`src/rtl/rd_req_arbiter.sv`:
```
// Round-robin read-request arbiter for one base master port: picks an eligible FIFO head,
// pops it, issues the read and holds the port until the response completes.
// Optional response timeout is enabled with `define RD_ARB_TIMEOUT_EN.
//
// Handshake: m_req/m_addr stay asserted/stable until an edge where m_req=1 and m_ack=1;
// the port then waits for m_resp_done (or timeout) before the next arbitration.
module rd_req_arbiter #(
    parameter int AWIDTH     = 32,
    parameter int MASTER_NUM = 2,
    parameter int SLAVE_NUM  = 2,
    parameter int MASTER_IDX = 0,
    parameter int RESP_TMO   = 256
) (
    input  logic                               aclk,
    input  logic                               areset,
    input  logic [SLAVE_NUM-1:0]               req,
    input  logic [SLAVE_NUM*AWIDTH-1:0]        addr,
    input  logic [SLAVE_NUM*MASTER_NUM-1:0]    wren,
    output logic [SLAVE_NUM-1:0]               rd_en,
    output logic                               m_req,
    output logic [AWIDTH-1:0]                  m_addr,
    input  logic                               m_ack,
    input  logic                               m_resp_done,
    output logic [$clog2(SLAVE_NUM)-1:0]       grant_id,
    output logic                               busy,
    output logic                               timeout_err
);

    localparam int IDW = $clog2(SLAVE_NUM);

    typedef enum logic [1:0] {
        IDLE  = 2'd0,
        ISSUE = 2'd1,
        RESP  = 2'd2
    } state_t;

    state_t               state_q, state_d;
    logic [IDW-1:0]       rr_ptr_q, rr_ptr_d;
    logic [IDW-1:0]       grant_id_q, grant_id_d;
    logic [SLAVE_NUM-1:0] rd_en_q, rd_en_d;
    logic                 m_req_q, m_req_d;
    logic [AWIDTH-1:0]    m_addr_q, m_addr_d;
    logic                 busy_q, busy_d;
    logic                 tmo_q, tmo_d;

    logic [SLAVE_NUM-1:0] elig;
    logic                 found;
    logic [IDW-1:0]       win;
    logic [IDW-1:0]       next_ptr;
    logic                 resp_tmo;
    logic                 wren_unused;

    // Only this port's column of each one-hot wren field matters.
    always_comb begin
        for (int i = 0; i < SLAVE_NUM; i++) begin
            elig[i] = req[i] & wren[i*MASTER_NUM + MASTER_IDX];
        end
    end
    assign wren_unused = ^wren;

    always_comb begin
        found = 1'b0;
        win   = '0;
        for (int k = 0; k < SLAVE_NUM; k++) begin
            int idx;
            idx = int'(rr_ptr_q) + k;
            if (idx >= SLAVE_NUM) idx = idx - SLAVE_NUM;
            if (!found && elig[idx]) begin
                found = 1'b1;
                win   = IDW'(idx);
            end
        end
    end

    assign next_ptr = (grant_id_q == IDW'(SLAVE_NUM - 1)) ? '0 : grant_id_q + 1'b1;

`ifdef RD_ARB_TIMEOUT_EN
    localparam int CW = $clog2(RESP_TMO + 1);
    logic [CW-1:0] cnt_q, cnt_d;

    assign resp_tmo = (state_q == RESP) && (cnt_q == CW'(RESP_TMO - 1));

    always_comb begin
        cnt_d = cnt_q;
        if (state_q == ISSUE) begin
            cnt_d = '0;
        end else if (state_q == RESP) begin
            cnt_d = cnt_q + 1'b1;
        end
    end

    always_ff @(posedge aclk) begin
        if (areset) begin
            cnt_q <= '0;
        end else begin
            cnt_q <= cnt_d;
        end
    end
`else
    assign resp_tmo = 1'b0;
`endif

    always_comb begin
        state_d    = state_q;
        rr_ptr_d   = rr_ptr_q;
        grant_id_d = grant_id_q;
        rd_en_d    = '0;
        m_req_d    = m_req_q;
        m_addr_d   = m_addr_q;
        tmo_d      = 1'b0;
        case (state_q)
            IDLE: begin
                if (found) begin
                    grant_id_d   = win;
                    m_addr_d     = addr[int'(win)*AWIDTH +: AWIDTH];
                    rd_en_d[win] = 1'b1;
                    m_req_d      = 1'b1;
                    state_d      = ISSUE;
                end
            end
            ISSUE: begin
                if (m_ack) begin
                    m_req_d = 1'b0;
                    state_d = RESP;
                end
            end
            RESP: begin
                // A done arriving together with the timeout wins; no error is flagged then.
                if (m_resp_done || resp_tmo) begin
                    tmo_d    = !m_resp_done;
                    rr_ptr_d = next_ptr;
                    state_d  = IDLE;
                end
            end
            default: begin
                m_req_d = 1'b0;
                state_d = IDLE;
            end
        endcase
        busy_d = (state_d != IDLE);
    end

    always_ff @(posedge aclk) begin
        if (areset) begin
            state_q    <= IDLE;
            rr_ptr_q   <= '0;
            grant_id_q <= '0;
            rd_en_q    <= '0;
            m_req_q    <= 1'b0;
            m_addr_q   <= '0;
            busy_q     <= 1'b0;
            tmo_q      <= 1'b0;
        end else begin
            state_q    <= state_d;
            rr_ptr_q   <= rr_ptr_d;
            grant_id_q <= grant_id_d;
            rd_en_q    <= rd_en_d;
            m_req_q    <= m_req_d;
            m_addr_q   <= m_addr_d;
            busy_q     <= busy_d;
            tmo_q      <= tmo_d;
        end
    end

    assign rd_en       = rd_en_q;
    assign m_req       = m_req_q;
    assign m_addr      = m_addr_q;
    assign grant_id    = grant_id_q;
    assign busy        = busy_q;
`ifdef RD_ARB_TIMEOUT_EN
    assign timeout_err = tmo_q;
`else
    assign timeout_err = 1'b0;
`endif

endmodule
```
`config.mk`:
```
export PLATFORM = sky130hd
export DESIGN_NAME = rd_req_arbiter
export DESIGN_NICKNAME = d
export VERILOG_FILES = /design/src/rtl/rd_req_arbiter.sv
export SDC_FILE = /design/constraint.sdc
export NUM_CORES = 1
export LEC_CHECK = 0
export ABC_AREA = 0
export ABC_CLOCK_PERIOD_IN_PS = 1500
export CAP_MARGIN = 5
export CORE_ASPECT_RATIO = 2
export CORE_MARGIN = 1
export CORE_UTILIZATION = 40
export CTS_BUF_LIST = sky130_fd_sc_hd__clkbuf_16
export DETAILED_ROUTE_END_ITERATION = 8
export GPL_TIMING_DRIVEN = 1
export HOLD_SLACK_MARGIN = 0.03
export MAX_ROUTING_LAYER = met4
export PLACE_DENSITY = 0.81
export SETUP_SLACK_MARGIN = 0.15
export SYNTH_ARGS = -nofsm -noshare
export SYNTH_HDL_FRONTEND = slang
export SYNTH_SLANG_ARGS = --single-unit
```
`constraint.sdc`:
```
create_clock -name aclk -period 1.5 [get_ports aclk]
set_input_delay 0.225 -clock aclk [delete_from_list [all_inputs] [get_ports aclk]]
set_output_delay 0.225 -clock aclk [all_outputs]
set_load 0.005 [all_outputs]
```
==> impl_metrics.toml <==
[layout]
layout.cells.most_common = "sky130_fd_sc_hd__clkdlybuf4s50_1"
register_area_um2 = 810
most-common-layout-cells = "sky130_fd_sc_hd__clkdlybuf4s50_1 (71), sky130_fd_sc_hd__a21oi_1 (36), sky130_fd_sc_hd__dfxtp_1 (33)"
fillCellCount = 367
nNetsFinal = 413
drive_above_1_share_pct = 22.9
final_core_utilization_pct = 70.1
area_growth_syn_to_layout_pct = 68.1
area_used_by_multi_input_combinational_logic_um2 = 1180

[floorplan]
die_outline_height_um = 106
floorplan.die_area_um2 = 5680
core_area_um2 = 5140
starting_density_pct = 41.7
io_pins = 112
std_cell_rows = 37
die_x_um = 53.8

[setup_path]
startpoint_type = "flop"
critical_path_arrival_ns = 1.57
critical_path_class = "flop to flop"
timing.critical_path.fanout_max = 8
worst_ep_required_time_ns = 1.68
cp-end-kind = "flop"

[synthesis]
postSynth.asyncResetShare_pct = 0
postSynthAreaPerCell_um2 = 9.28
synth.net_count = 305
syn_area_um2 = 2140
synth_edf_count = 0
synth.ff_latch_count = 40
dominantRegCellSynth = "sky130_fd_sc_hd__dfxtp_1"
synth_warnings = 0
synth.largest_area_cell = "sky130_fd_sc_hd__dfxtp_1"
netlist.area_leader.share_pct = 37.3
yosysUniqueCellTypes = 27
post_synth_inst_count = 231
yosys-top-cells-area = "sky130_fd_sc_hd__dfxtp_1 (37%), sky130_fd_sc_hd__a311oi_2 (21%), sky130_fd_sc_hd__nand4_1 (9.3%), sky130_fd_sc_hd__a21oi_1 (8.4%), sky130_fd_sc_hd__o21ai_0 (7.7%)"
fraction_of_the_yosys_area_taken_by_sequential_cells_pct = 37.3

[timing]
holdWs_ns = 0.240
maxClockFrequency_mhz = 716
unrepaired_setup_endpoints_after_global_routing = "true"
worst_slack_ns = 0.104
count_of_final_hold_check_violations = 0
drv_slew = 0
setup_violations = 0
timing.final.crit_share_pct = 93.1
layout_min_cycle_time_ns = 1.40
fin_skew_ns = 0.00355

[cts]
clock_latency_late_sink_ns = 0.28
clock-sinks = 40
cts-root-buf = "sky130_fd_sc_hd__clkbuf_16"
cts_tree = "built"
clock_tree.htree_level_count = 2
hold_buffers = 0
clk_pin_slew_ns = 0.06
cts_buffers = 5
clock_path_buffers = 2

[grt]
grt_first_pass_wirelength_um = 11700
globalRouteOverflowTotal = 0
grt_usage_pct = 28.3
grt_max_degree = 28
grt_antenna_before_repair = 1
first_global_vias = 2491

[route]
route.final.wire_length_um = 7690
route.antenna.remaining_nets = 0
vias = 2468
detail_route.wl_per_cell_um = 19.3
drt-pass1-iter-count = 4
drc = 0
vias_per_cell = 6.19
detailedRoute.firstIterationViolations = 62

[power]
post-layout-total-power_w = 0.00325
static_leakage_nw = 1.55
ir_worst_vdd_mv = 0.941
powerDensity_nw_per_um2 = 901

[status]
outcome = "completed"

[hold_path]
hold_path.class = "primary input to flop"

[run]
max-cap-violations = 0

[placement]
place.detailed.hpwl_um = 4880
routabilityCongestion = 0.838
port-buffer-count = 108
placement.setup.worst_slack_ns = -0.346
## flip-flops by register name (all words and copies together), names as in the netlist
signal / cells
rr_ptr_q: 1
m_req: 1
state_q: 2
m_addr: 32
grant_id: 1
rd_en: 2
busy: 1
## cells by family (layout without fill, tap and decap cells)
logic type / count (synthesis) / count (layout) / synth area share [%]
AND/OR/NAND/NOR: 50 / 51 / 14.3
multiplexers: 1 / 1 / 0.467
buffers and inverters: 35 / 143 / 8.63
flip-flops: 40 / 40 / 37.3
other: 1 / 2 / 0.175
AO/OA/AOI/OAI: 104 / 104 / 39.1
## layout make-up
class,instances,area share [%]
inverters,1,0.104
multi-input cells,157,32.9
well taps,58,2.01
diodes,1,0.0694
clock inverters,3,0.382
flip-flops and latches,40,22.5
clock buffers,5,3.47
repair buffers,134,38.6
## per-layer routing
metal	global-route usage (%)	up-vias	part of all wire, %
met5	-	-	0
met4	19.5	0	4.6
met3	4.18	34	5.4
met2	45.1	127	55
met1	30.4	1184	35
li1	-	1123	-
## power by group
| group | internal (W) | switching (W) | total, W |
|---|---|---|---|
| clock | 0.000604 | 0.000412 | 0.00102 |
| sequential | 0.00117 | 0.0000646 | 0.00124 |
| combinational | 0.000542 | 0.000450 | 0.000992 |
| total | 0.00232 | 0.000927 | 0.00325 |
## cell usage after synthesis (2+ instances only)
master,number
sky130_fd_sc_hd__buf_1,2
sky130_fd_sc_hd__a311oi_1,2
sky130_fd_sc_hd__nor2_1,3
sky130_fd_sc_hd__a311oi_2,30
sky130_fd_sc_hd__nand4_1,32
sky130_fd_sc_hd__buf_6,6
sky130_fd_sc_hd__or2_2,2
sky130_fd_sc_hd__a21oi_1,36
sky130_fd_sc_hd__clkbuf_1,21
sky130_fd_sc_hd__nand3b_1,3
sky130_fd_sc_hd__dfxtp_1,40
sky130_fd_sc_hd__nor3_1,2
sky130_fd_sc_hd__o21ai_0,33
sky130_fd_sc_hd__nand2_1,3
sky130_fd_sc_hd__buf_2,4
## worst max-delay path, stage by stage (launching register included)
cell and delay [ns]:
sky130_fd_sc_hd__dfxtp_2 0.32, sky130_fd_sc_hd__and3b_2 0.36, sky130_fd_sc_hd__buf_8 0.16, sky130_fd_sc_hd__o21ai_0 0.12, sky130_fd_sc_hd__a311oi_1 0.34
## stage by stage
| stage | cells | area [um2] | setup TNS (ns) |
|---|---|---|---|
| after floorplan | 231 | 2140 | 0 |
| after global placement | 381 | 3260 | -9.47 |
| after detailed placement | 381 | 3260 | -10.93 |
| after CTS | 393 | 3470 | 0 |
| after global routing | 399 | 3600 | 0 |
| final | 399 | 3600 | 0 |
## final timing paths
kind,from,endpoint,slack [ns],depth (start not counted)
hold / removal,areset,m_req,0.24,2
setup / recovery,rr_ptr_q,m_addr[15],0.10,4
setup reg to reg,rr_ptr_q,m_addr[15],0.10,4
hold reg to reg,m_req,m_req,0.45,2
## what timing repair did
action	CTS	global route
resized for setup	33	26
cloned	2	3
setup buffers	2	2
setup endpoints to repair	52	49
endpoints found under the hold margin	0	0
pin swaps	1	3
(Power assumes the default switching activity.)
